### src/rtl/instr_encoder.sv
// instr_encoder
//   Packs R-/I-type instruction fields into 32-bit words and buffers them in a
//   DEPTH-entry FIFO. A write port then streams the words into instruction
//   memory at consecutive addresses.
//   The IDLE -> RUN -> DRAIN sequence is driven by start and stop pulses.
// Ports
//   clk, rst_n                  clock, async active-low reset
//   start, stop, base_addr      session control and first write address
//   in_valid/in_ready           field-set handshake (ri, rs, rd, rt, mode, f_code, imm)
//   imem_we/imem_ready          memory write handshake (imem_addr, imem_wdata)
//   busy, done, wcount, wrap_err  status
module instr_encoder #(
  parameter int unsigned DEPTH = 4,
  parameter int unsigned AW    = 8
) (
  input  logic          clk,
  input  logic          rst_n,
  input  logic          start,
  input  logic          stop,
  input  logic [AW-1:0] base_addr,
  input  logic          in_valid,
  output logic          in_ready,
  input  logic          ri,
  input  logic [5:0]    rs,
  input  logic [5:0]    rd,
  input  logic [5:0]    rt,
  input  logic          mode,
  input  logic [2:0]    f_code,
  input  logic [14:0]   imm,
  output logic          imem_we,
  output logic [AW-1:0] imem_addr,
  output logic [31:0]   imem_wdata,
  input  logic          imem_ready,
  output logic          busy,
  output logic          done,
  output logic [AW:0]   wcount,
  output logic          wrap_err
);

  localparam int unsigned PW = (DEPTH > 1) ? $clog2(DEPTH) : 1;
  localparam logic [PW:0] FULL_CNT = (PW+1)'(DEPTH);

  typedef enum logic [1:0] {IDLE, RUN, DRAIN} state_t;

  state_t        state, state_nxt;
  logic [31:0]   mem [DEPTH];
  logic [PW-1:0] wr_ptr, rd_ptr;
  logic [PW:0]   count;
  logic          full, empty, push, pop, start_ok;
  logic [31:0]   packed_word;

  assign full     = (count == FULL_CNT);
  assign empty    = (count == '0);
  assign in_ready = (state == RUN) && !full;
  assign push     = in_valid && in_ready;
  assign imem_we  = !empty && (state != IDLE);
  assign pop      = imem_we && imem_ready;
  assign busy     = (state != IDLE);
  assign start_ok = (state == IDLE) && start;

  // Empty FIFO presents zero so the data bus reads 0 straight out of reset
  // without needing to clear the storage array.
  assign imem_wdata = empty ? '0 : mem[rd_ptr];

  always_comb begin
    packed_word        = '0;
    packed_word[31]    = ri;
    packed_word[30:25] = rs;
    packed_word[24:19] = rd;
    packed_word[18]    = mode;
    packed_word[17:15] = f_code;
    if (ri) packed_word[14:0] = imm;
    else    packed_word[14:9] = rt;
  end

  always_comb begin
    state_nxt = state;
    done      = 1'b0;
    case (state)
      IDLE:  if (start) state_nxt = RUN;
      RUN:   if (stop)  state_nxt = DRAIN;
      DRAIN: if (empty) begin
        state_nxt = IDLE;
        done      = 1'b1;
      end
      default: state_nxt = IDLE;
    endcase
  end

  always_ff @(posedge clk or negedge rst_n) begin
    if (!rst_n) begin
      state     <= IDLE;
      wr_ptr    <= '0;
      rd_ptr    <= '0;
      count     <= '0;
      imem_addr <= '0;
      wcount    <= '0;
      wrap_err  <= 1'b0;
    end else begin
      state <= state_nxt;
      if (push) wr_ptr <= wr_ptr + PW'(1);
      if (pop)  rd_ptr <= rd_ptr + PW'(1);
      case ({push, pop})
        2'b10:   count <= count + (PW+1)'(1);
        2'b01:   count <= count - (PW+1)'(1);
        default: count <= count;
      endcase
      // pop cannot occur in IDLE, so start and write bookkeeping never collide
      if (start_ok) begin
        imem_addr <= base_addr;
        wcount    <= '0;
        wrap_err  <= 1'b0;
      end else if (pop) begin
        imem_addr <= imem_addr + AW'(1);
        if (imem_addr == '1) wrap_err <= 1'b1;
        if (wcount != '1)    wcount   <= wcount + (AW+1)'(1);
      end
    end
  end

  always_ff @(posedge clk) begin
    if (push) mem[wr_ptr] <= packed_word;
  end

endmodule
### config.mk
export PLATFORM = sky130hd
export DESIGN_NAME = instr_encoder
export DESIGN_NICKNAME = d
export VERILOG_FILES = /design/src/rtl/instr_encoder.sv
export SDC_FILE = /design/constraint.sdc
export NUM_CORES = 1
export LEC_CHECK = 0
export CAP_MARGIN = 20
export CORE_MARGIN = 2
export CORE_UTILIZATION = 57
export DETAILED_ROUTE_END_ITERATION = 7
export GPL_TIMING_DRIVEN = 0
export PLACE_DENSITY = 0.85
export SLEW_MARGIN = 40
export SYNTH_ARGS = -nofsm -noshare
export SYNTH_HDL_FRONTEND = slang
export SYNTH_SLANG_ARGS = --single-unit
### constraint.sdc
create_clock -name clk -period 3.6 [get_ports clk]
set_clock_uncertainty 0.1 [all_clocks]
set_input_delay 0.72 -clock clk [delete_from_list [all_inputs] [get_ports clk]]
set_output_delay 0.72 -clock clk [all_outputs]
set_load 0.02 [all_outputs]
==> results.sh, run 1 <==
export IMPL_core_area_mm2=0.0109
export IMPL_drive_above_1_share_pct=17.9
export IMPL_cts_tree="done"
export IMPL_die_h_um=110
export IMPL_antenna_cells=0
export IMPL_routed_via_count=3687
export IMPL_clk_path_buf_depth=2
export IMPL_synth_seq_cells=155
export IMPL_final_nets=557
export IMPL_drt_wl_total_um=13100
export IMPL_grt_pass1_wl_um=20300
export IMPL_crit_buf_inv=3
export IMPL_grt_pass1_vias=3913
export IMPL_finalCriticalPeriod_ns=3.42
export IMPL_viasPerCell=5.68
export IMPL_die_area_mm2=0.0122
export IMPL_synth_seq_area_share_pct=70.1
export IMPL_dpl_instance_area_mm2=0.00768
export IMPL_critical_path_arrival_ns=2.60
export IMPL_slowest_delay_ns=0.57
export IMPL_hold_viol=0
export IMPL_synth_area_leader_cell="edfxtp_1"
export IMPL_num_io_pins=106
export IMPL_crit_chain="buf_2, clkbuf_1, mux4_2, nor2b_1, clkdlybuf4s50_1"
export IMPL_worstSetupEndpointType="primary output"
export IMPL_fin_crit_sh_pct=94.9
export IMPL_worst_slew_pin_slew_ns=0.679
export IMPL_dp_cells=617
export IMPL_final_cell_area_mm2=0.00834
export IMPL_netlist_top_cells_area="edfxtp_1, mux4_2, dfrtp_1"
export IMPL_critPathTopFamily="buffers and inverters"
export IMPL_drc=0
export IMPL_row_count=38
export IMPL_synth_cell_types=37
export IMPL_total_power_w=0.00706
export IMPL_max_freq_mhz=293
export IMPL_synth_flop_cell="edfxtp_1"
export IMPL_start_util_pct=58.9
export IMPL_slew_headroom_pct=54.7
export IMPL_worst_endpoint_required_ns=2.78
export IMPL_tns_ns=0
export IMPL_wire_per_inst_um=20.3
export IMPL_syn_area_mm2=0.00644
export IMPL_syn_inst=373
export IMPL_hold_path_class="input port to async pin"
export IMPL_finalMaxSlewViolations=0
export IMPL_avgSynthCellArea_um2=17.3
export IMPL_path_max_fanout=10
export IMPL_clockRootBuffer="clkbuf_16"
export IMPL_routabilityCongestion=0.810
export IMPL_cts_hold_buf=0
export IMPL_dpl_worst_slack_ns=0.465
export IMPL_synth_edf_count=128
export IMPL_antenna_found_initial=0
export IMPL_portBuffers=104
export IMPL_grt_remaining_overflow=0
export IMPL_syn_to_final_growth_pct=29.4
export IMPL_grt_max_degree=33
export IMPL_ir_drop_v=0.000528
export IMPL_worst_skew_pair_late_latency_ns=0.42
export IMPL_die_w_um=110
export IMPL_yosys_warnings=0
export IMPL_start_kind="flip-flop"
export IMPL_drtIter0Drc=207
export IMPL_finalSetupViolations=0
export IMPL_setup_ws_ns=0.184
export IMPL_powerDensity_mw_per_mm2=847
export IMPL_path_clk_slew_ns=0.06
export IMPL_status="finished clean"
export IMPL_cts_num_sinks=155
export IMPL_synth_nets=434
export IMPL_path_class="flip-flop to primary output"
export IMPL_htreeDepth=4
export IMPL_maxCapViolations=0
export IMPL_async_flop_share_pct=17.4
export IMPL_rsz0062_at_grt="no"
export IMPL_firstDrtPassIters=5
export IMPL_cts_made_buffers=17
export IMPL_cpMaxStageDelayCell="clkdlybuf4s50_1"
export IMPL_grtUsageTotal_pct=23.5
export IMPL_p_leak_nw=2.91
export IMPL_synth_top_cell_area_share_pct=59.6
export IMPL_dp_hpwl_um=8180
export IMPL_layout_cells_non_filler=649
export IMPL_ant_nets=0
power breakdown:
| part | switching [W] | total (W) | internal, W |
|---|---|---|---|
| Clock | 0.000683 | 0.00197 | 0.00129 |
| Combinational | 0.00138 | 0.00268 | 0.00130 |
| Sequential | 0.000181 | 0.00240 | 0.00222 |
routing by layer:
metal | share of wire, % | track usage (%) | vias up | wire length [um]
met5 | 0 | 0 | - | 0
met4 | 1.5 | 8.39 | 0 | 198
met3 | 6.8 | 7.35 | 19 | 891
met2 | 52 | 39.7 | 150 | 6820
met1 | 40 | 28.8 | 1851 | 5230
li1 | - | - | 1667 | -
worst register-to-register path, delay by kind of cell, from the launching register on:
family	cells	cell delay, ns
compound gates	1	0.46
xor+xnor	2	0.28
fa+ha+maj	2	0.40
buf+inv	3	0.25
flops	1	0.45
simple gates	2	0.33
cell usage in the layout, fill, tap and decap left out, types with 7 or more instances in the layout:
master,n
clkbuf_1,8
nor2b_1,32
clkbuf_16,17
mux2_2,7
dfrtp_1,27
and2_1,11
o21ai_0,8
edfxtp_1,128
nor2_1,14
nand3_1,7
inv_1,10
clkdlybuf4s50_1,103
nand2_1,17
ha_1,8
mux4_2,32
xnor2_1,13
worst paths after layout:
kind / from / to / slack (ns) / cells after the start
min in group clk: wrap_err$_DFFE_PN0P_ / wrap_err$_DFFE_PN0P_ / 0.41 / 2
min reg2reg: wrap_err$_DFFE_PN0P_ / wrap_err$_DFFE_PN0P_ / 0.41 / 2
min: rst_n / wcount[4]$_DFFE_PN0P_ / 0.21 / 1
max reg2reg: count[0]$_DFFE_PN0P_ / count[2]$_DFFE_PN0P_ / 1.19 / 10
max: rd_ptr[1]$_DFFE_PN0P_ / imem_wdata[15] / 0.18 / 5
max in group asynchronous: rst_n / count[2]$_DFFE_PN0P_ / 2.77 / 1
layout make-up:
cell class                 count  area [um2]
fill                         639        2600
tap                          140         175
timing repair buffer         104        1040
buffer                        17        83.8
sequential                   155        4520
multi-input combinational    190        1830
clock buffer                  18         429
clock inverter                14         225
inverter                      11        41.3
cells by family after synthesis:
family,count (synthesis),synth area share [%]
multiplexers,42,12.9
XOR/XNOR,17,2.31
AND/OR/NAND/NOR,105,9.32
flip-flops,155,70.1
adder cells (fa/ha/maj),9,1.86
buffers and inverters,28,1.92
AO/OA/AOI/OAI,17,1.59
what timing repair did:
action,in CTS,in global routing
gates resized for setup,0,3
buffers inserted,0,0
setup endpoints to repair,0,20
cell usage after synthesis, drive strengths merged (5+ instances only):
cell	count
nor2	14
and3	5
clkbuf	9
xnor2	13
buf	8
o21ai	8
mux4	32
ha	8
nand2	17
dfrtp	27
nor3	5
and2	11
edfxtp	128
nand3	7
mux2	7
nor2b	32
inv	11
flip-flops by register name, summed over array words and instances (netlist names):
signal,count
state,2
wcount,9
imem_addr,8
wr_ptr,2
wrap_err,1
mem,128
rd_ptr,2
count,3
metrics by stage:
| step | hold slack [ns] | utilization, % |
|---|---|---|
| final | 0.214 | 76.2 |
| after global routing | 0.268 | 76.2 |
| after CTS | 0.223 | 76.2 |
| after detailed placement | 0.386 | 70.2 |
| after global placement | 0.381 | 70.1 |
| after floorplan | 0.324 | - |
No activity file was read; power rests on OpenSTA's default activity.
==> run 2, diff against run 1 <==
--- a/config.mk
+++ b/config.mk
@@ -6,7 +6,7 @@
 export NUM_CORES = 1
 export LEC_CHECK = 0
 export CAP_MARGIN = 20
-export CORE_MARGIN = 2
+export CORE_MARGIN = 3
 export CORE_UTILIZATION = 57
 export DETAILED_ROUTE_END_ITERATION = 7
 export GPL_TIMING_DRIVEN = 0
==> constraint.sdc (replaced) <==
create_clock -name clk -period 4.14 [get_ports clk]
set_clock_uncertainty 0.1 [all_clocks]
set_input_delay 0.828 -clock clk [delete_from_list [all_inputs] [get_ports clk]]
set_output_delay 0.828 -clock clk [all_outputs]
set_load 0.02 [all_outputs]
==> run 2 against run 1 <==
Worst setup slack improved by 0.32 ns. Register-to-register slack improved by 0.57 ns. Utilization decreased by 0.80 points. Power decreased by 16%. Critical path depth decreased by 1. First-iteration DRC count increased by 30%. Cell count decreased by 0.15%. Wire length decreased by 2.4%. Hold slack improved by 0.12 ns. Flip-flop and latch count unchanged. Sequential power decreased by 13%. Critical endpoint is now imem_wdata[17].
==> results.sh, run 2 (synthesis results as in run 1) <==
export IMPL_status="finished clean"
export IMPL_slowest_delay_ns=0.62
export IMPL_row_count=38
export IMPL_final_cell_area_mm2=0.00825
export IMPL_worst_skew_pair_late_latency_ns=0.41
export IMPL_firstDrtPassIters=5
export IMPL_multi_input_area_mm2=0.00182
export IMPL_start_util_pct=58.9
export IMPL_syn_to_final_growth_pct=28.0
export IMPL_largest_reg_flops=128
export IMPL_fin_util_pct=75.4
export IMPL_largest_register="mem"
export IMPL_critical_path_arrival_ns=2.71
export IMPL_worst_endpoint_required_ns=3.21
export IMPL_core_area_mm2=0.0109
export IMPL_reg_top3="mem: 128 flops, wcount: 9 flops, imem_addr: 8 flops"
export IMPL_drt_wl_total_um=12800
export IMPL_grt_remaining_overflow=0
export IMPL_final_cell_mix="edfxtp_1, clkdlybuf4s50_1, mux4_2, nor2b_1, dfrtp_1"
export IMPL_finalMaxSlewViolations=0
export IMPL_max_freq_mhz=275
export IMPL_grt_max_degree=33
export IMPL_cts_num_sinks=155
export IMPL_fin_crit_sh_pct=87.9
export IMPL_hold_path_class="input port to async pin"
export IMPL_start_kind="flip-flop"
export IMPL_clk_path_buf_depth=2
export IMPL_final_nets=557
export IMPL_p_leak_nw=2.87
export IMPL_crit_chain="nor3_1, clkbuf_1, nor2b_1, clkdlybuf4s50_1"
export IMPL_reg2reg_setup_slack_ns=1.76
export IMPL_die_area_mm2=0.0126
export IMPL_reg2reg_from="state[1]$_DFFE_PN0P_"
export IMPL_dpl_instance_area_mm2=0.00768
export IMPL_fill_cells=692
export IMPL_portBuffers=104
export IMPL_layout_cells_non_filler=648
export IMPL_register_area_mm2=0.00452
export IMPL_finalCriticalPeriod_ns=3.64
export IMPL_viasPerCell=5.67
export IMPL_crit_buf_inv=2
export IMPL_rsz0062_at_grt="no"
export IMPL_setup_worst_path_start="count[0]$_DFFE_PN0P_"
export IMPL_ir_drop_v=0.000398
export IMPL_ant_nets=0
export IMPL_dp_hpwl_um=7780
export IMPL_grt_pass1_wl_um=20200
export IMPL_num_io_pins=106
export IMPL_antenna_found_initial=0
export IMPL_cts_made_buffers=17
export IMPL_path_max_fanout=10
export IMPL_finalSetupViolations=0
export IMPL_final_common_cell="edfxtp_1"
export IMPL_routed_via_count=3674
export IMPL_worstSetupEndpointType="primary output"
export IMPL_critPathTopFamily="buffers and inverters"
export IMPL_dp_cells=617
export IMPL_cts_setup_buffers=0
export IMPL_hold_viol=0
export IMPL_wire_per_inst_um=19.8
export IMPL_cpMaxStageDelayCell="nor3_1"
export IMPL_htreeDepth=4
export IMPL_clockRootBuffer="clkbuf_16"
export IMPL_cts_tree="done"
export IMPL_slew_headroom_pct=51.8
export IMPL_die_h_um=112
export IMPL_grtUsageTotal_pct=21.2
export IMPL_routabilityCongestion=0.808
export IMPL_tns_ns=0
export IMPL_grt_pass1_vias=3810
export IMPL_die_w_um=112
export IMPL_drtIter0Drc=270
export IMPL_path_clk_slew_ns=0.06
export IMPL_drive_above_1_share_pct=17.5
export IMPL_cts_hold_buf=0
export IMPL_powerDensity_mw_per_mm2=716
export IMPL_path_class="flip-flop to primary output"
export IMPL_antenna_cells=0
export IMPL_hold_slack_ns=0.338
export IMPL_cts_resized=0
export IMPL_worst_slew_pin_slew_ns=0.718
export IMPL_drc=0
export IMPL_maxCapViolations=0
-- run 2: through the flow --
| stage | power [W] | setup WS [ns] |
|---|---|---|
| floorplan | 0.00351 | 1.64 |
| global placement | 0.00438 | 0.878 |
| detailed placement | 0.00444 | 0.976 |
| CTS | 0.00596 | 0.479 |
| global route | 0.00618 | 0.397 |
| finish | 0.00591 | 0.502 |
-- run 2: power by group --
part / internal (W) / switching, W / total (W)
Sequential: 0.00193 / 0.000152 / 0.00209
Combinational: 0.00113 / 0.00120 / 0.00233
Clock: 0.000889 / 0.000603 / 0.00149
Total: 0.00395 / 0.00195 / 0.00591
-- run 2: final cells by class --
cell class	instances	share of cell area [%]
buffer	17	1.00
clock buffer	18	5.20
clock inverter	13	1.74
inverter	11	0.501
multi-input combinational	190	22.1
sequential	155	54.8
tap	140	2.12
timing repair buffer	104	12.6
-- run 2: worst reg2reg max path, cell delays in order (launching register included) --
cell and delay, ns:
dfrtp_1 0.42, nand2b_1 0.18, a31oi_1 0.41, and2_1 0.27, inv_1 0.06, ha_1 0.22
inv_1 0.07, fa_1 0.18, xor2_1 0.14, nor2_1 0.06, xor2_1 0.14
-- run 2: final timing paths --
| kind | to | depth (start not counted) |
|---|---|---|
| hold / removal | wcount[2]$_DFFE_PN0P_ | 1 |
| min in group clk | state[0]$_DFFE_PN0P_ | 1 |
| setup reg to reg | count[2]$_DFFE_PN0P_ | 10 |
| setup / recovery | imem_wdata[17] | 4 |
| max in group asynchronous | imem_addr[1]$_DFFE_PN0P_ | 1 |
| hold reg to reg | state[0]$_DFFE_PN0P_ | 1 |
-- run 2: per-layer routing --
metal | track usage [%] | routed length (um) | up-vias
li1 | - | - | 1660
met3 | 4.47 | 770 | 15
met5 | 0 | 0 | -
met2 | 35.9 | 6740 | 140
met4 | 7.53 | 167 | 0
met1 | 27.6 | 5150 | 1859
==> run 3, diff against run 2 <==
--- a/config.mk
+++ b/config.mk
@@ -6,11 +6,11 @@
 export NUM_CORES = 1
 export LEC_CHECK = 0
 export CAP_MARGIN = 20
-export CORE_MARGIN = 3
 export CORE_UTILIZATION = 57
 export DETAILED_ROUTE_END_ITERATION = 7
 export GPL_TIMING_DRIVEN = 0
 export PLACE_DENSITY = 0.85
+export RECOVER_POWER = 100
 export SLEW_MARGIN = 40
 export SYNTH_ARGS = -nofsm -noshare
 export SYNTH_HDL_FRONTEND = slang
==> run 3 against run 2 <==
Largest cell class unchanged. Combinational power decreased by 6%. Highest routed layer unchanged. Non-clock buffer count increased by 3. Hold slack improved by 0.061 ns. First-iteration DRC count decreased by 21%. Cell count increased by 0.62%. Maximum frequency decreased by 2.9%. Sequential power about the same. Register-to-register slack got worse by 0.89 ns. Sequential share of layout area increased by 0.12 points. The flow now finishes with violations (max-capacitance violations, max-slew violations). Via count increased by 0.49%. Global-route usage increased by 3.6 points.
==> results.sh, run 3 (synthesis results as in run 1) <==
export IMPL_worst_skew_pair_late_latency_ns=0.41
export IMPL_total_power_w=0.00584
export IMPL_cts_resized=0
export IMPL_final_cell_mix="edfxtp_1, dlygate4sd3_1, mux4_2, nor2b_1, clkdlybuf4s50_1"
export IMPL_cpMaxStageDelayCell="dlygate4sd3_1"
export IMPL_die_w_um=108
export IMPL_portBuffers=104
export IMPL_grtUsageTotal_pct=24.8
export IMPL_row_count=38
export IMPL_switching_share_pct=33.3
export IMPL_crit_chain="nor3_1, clkbuf_1, nor2b_1, dlygate4sd3_1"
export IMPL_whs_endpoint="state[0]$_DFFE_PN0P_"
export IMPL_rr_endpoint="mem[0][2]$_DFFE_PP_"
export IMPL_ir_drop_v=0.000435
export IMPL_cts_num_sinks=155
export IMPL_p_seq_share_pct=35.8
export IMPL_rsz0062_at_grt="no"
export IMPL_grt_max_degree=33
export IMPL_drc=0
export IMPL_grt_pass1_wl_um=20800
export IMPL_htreeDepth=4
export IMPL_cts_tree="done"
export IMPL_routabilityCongestion=0.821
export IMPL_die_h_um=108
export IMPL_drt_wl_total_um=13300
export IMPL_worst_slew_pin_slew_ns=1.72
export IMPL_dp_hpwl_um=8350
export IMPL_slew_headroom_pct=-14.4
export IMPL_ant_nets=0
export IMPL_multi_input_area_mm2=0.00177
export IMPL_cts_setup_buffers=0
export IMPL_reg2reg_from="state[1]$_DFFE_PN0P_"
export IMPL_hold_path_class="flip-flop to flip-flop"
export IMPL_worst_endpoint_required_ns=3.21
export IMPL_firstDrtPassIters=5
export IMPL_hold_depth=1
export IMPL_clockRootBuffer="clkbuf_16"
export IMPL_tns_ns=0
export IMPL_grt_pass1_vias=3950
export IMPL_cellInternalPower_w=0.00389
export IMPL_fill_cells=680
export IMPL_largest_reg_flops=128
export IMPL_core_area_mm2=0.0109
export IMPL_switching_power_w=0.00194
export IMPL_cts_hold_buf=0
export IMPL_grt_remaining_overflow=0
export IMPL_worstSetupEndpointType="primary output"
export IMPL_slowest_delay_ns=0.69
export IMPL_powerDensity_mw_per_mm2=709
export IMPL_antenna_found_initial=0
export IMPL_drive_above_1_share_pct=14.1
export IMPL_drtIter0Drc=212
export IMPL_status="finished, violations left"
export IMPL_wire_per_inst_um=20.3
export IMPL_largest_register="mem"
export IMPL_critical_path_arrival_ns=2.82
export IMPL_path_max_fanout=10
export IMPL_antenna_cells=0
export IMPL_hold_viol=0
export IMPL_register_area_mm2=0.00452
export IMPL_failed_checks="max-capacitance violations, max-slew violations"
export IMPL_routed_via_count=3692
export IMPL_combPwrFrac_pct=37.7
export IMPL_clk_path_buf_depth=2
export IMPL_reg_top3="mem: 128 flops, wcount: 9 flops, imem_addr: 8 flops"
export IMPL_cts_made_buffers=17
export IMPL_max_freq_mhz=267
export IMPL_maxCapViolations=3
export IMPL_reg2reg_setup_slack_ns=0.87
export IMPL_viasPerCell=5.66
export IMPL_p_leak_nw=2.94
export IMPL_num_io_pins=106
export IMPL_finalMaxSlewViolations=94
export IMPL_finalSetupViolations=0
export IMPL_start_util_pct=58.9
export IMPL_syn_to_final_growth_pct=27.7
export IMPL_final_nets=560
export IMPL_start_kind="flip-flop"
export IMPL_ff2ff_path_depth=5
export IMPL_die_area_mm2=0.0117
export IMPL_fin_crit_sh_pct=90.5
export IMPL_hold_path_startpoint="state[1]$_DFFE_PN0P_"
export IMPL_path_clk_slew_ns=0.06
export IMPL_final_common_cell="edfxtp_1"
export IMPL_path_class="flip-flop to primary output"
export IMPL_finalCriticalPeriod_ns=3.75
export IMPL_power_frac_clock_pct=26.5
==> run 3: cell count changes in the layout (fill, tap and decap cells not counted), moves of 6 or more <==
cell / delta
clkdlybuf4s50_1: -72
dlygate4sd3_1: +72
and2_0: +11
and2_1: -11
clkbuf_1: +6
mux2_1: +6
mux2_2: -6
==> run 3: power groups by stage <==
stage | clock (W) | combinational [W] | sequential [W]
final | 0.00155 | 0.00220 | 0.00209
after global placement | 0 | 0.00228 | 0.00210
after global routing | 0.00163 | 0.00237 | 0.00211
after CTS | 0.00157 | 0.00240 | 0.00209
after detailed placement | 0 | 0.00236 | 0.00211
after floorplan | 0 | 0.00137 | 0.00214
==> run 3: how the worst max path moves through the flow <==
stage                          from              endpoint  slack [ns]  depth (start not counted)
4_1_cts        count[0]$_DFFE_PN0P_        imem_wdata[19]        0.46                          4
2_1_floorplan  state[1]$_DFFE_PN0P_   mem[0][0]$_DFFE_PP_        1.64                          3
5_1_grt        count[0]$_DFFE_PN0P_        imem_wdata[22]        0.21                          4
3_5_place_dp   count[0]$_DFFE_PN0P_        imem_wdata[13]        0.94                          4
6_report       count[0]$_DFFE_PN0P_        imem_wdata[30]        0.39                          4
3_3_place_gp               in_valid  mem[2][18]$_DFFE_PP_        0.92                          2
==> run 3: worst max-delay path, delay by kind of cell (launching register included) <==
family | cells | cell delay [ns]
AND/OR/NAND/NOR | 2 | 0.77
flip-flops | 1 | 0.43
buffers and inverters | 2 | 1.19
==> run 3: cell type report <==
class | count | area share, %
clock inverter | 14 | 2.07
timing repair buffer | 107 | 12.7
multi-input combinational | 190 | 21.5
tap | 140 | 2.13
sequential | 155 | 54.9
clock buffer | 18 | 5.21
buffer | 17 | 0.943
inverter | 11 | 0.502
==> run 3: layer usage <==
layer,vias to the layer above,global-route usage (%),wire (um),share of wire (%)
li1,1672,-,-,-
met1,1880,30.9,5320,40
met2,126,42.3,7040,53
met3,14,6.63,760,5.7
met4,0,8.69,147,1.1
met5,-,0,0,0
==> run 3: per-stage QoR <==
| step | setup slack [ns] | cell area (um2) | hold WS [ns] | util (%) | cells |
|---|---|---|---|---|---|
| 2_1_floorplan | 1.64 | 6440 | 0.375 | - | 373 |
| 3_3_place_gp | 0.920 | 7660 | 0.379 | 70.1 | 617 |
| 3_5_place_dp | 0.935 | 7740 | 0.387 | 70.8 | 620 |
| 4_1_cts | 0.464 | 8340 | 0.350 | 76.2 | 652 |
| 5_1_grt | 0.209 | 8230 | 0.412 | 75.3 | 652 |
| 6_report | 0.394 | 8230 | 0.399 | 75.3 | 652 |
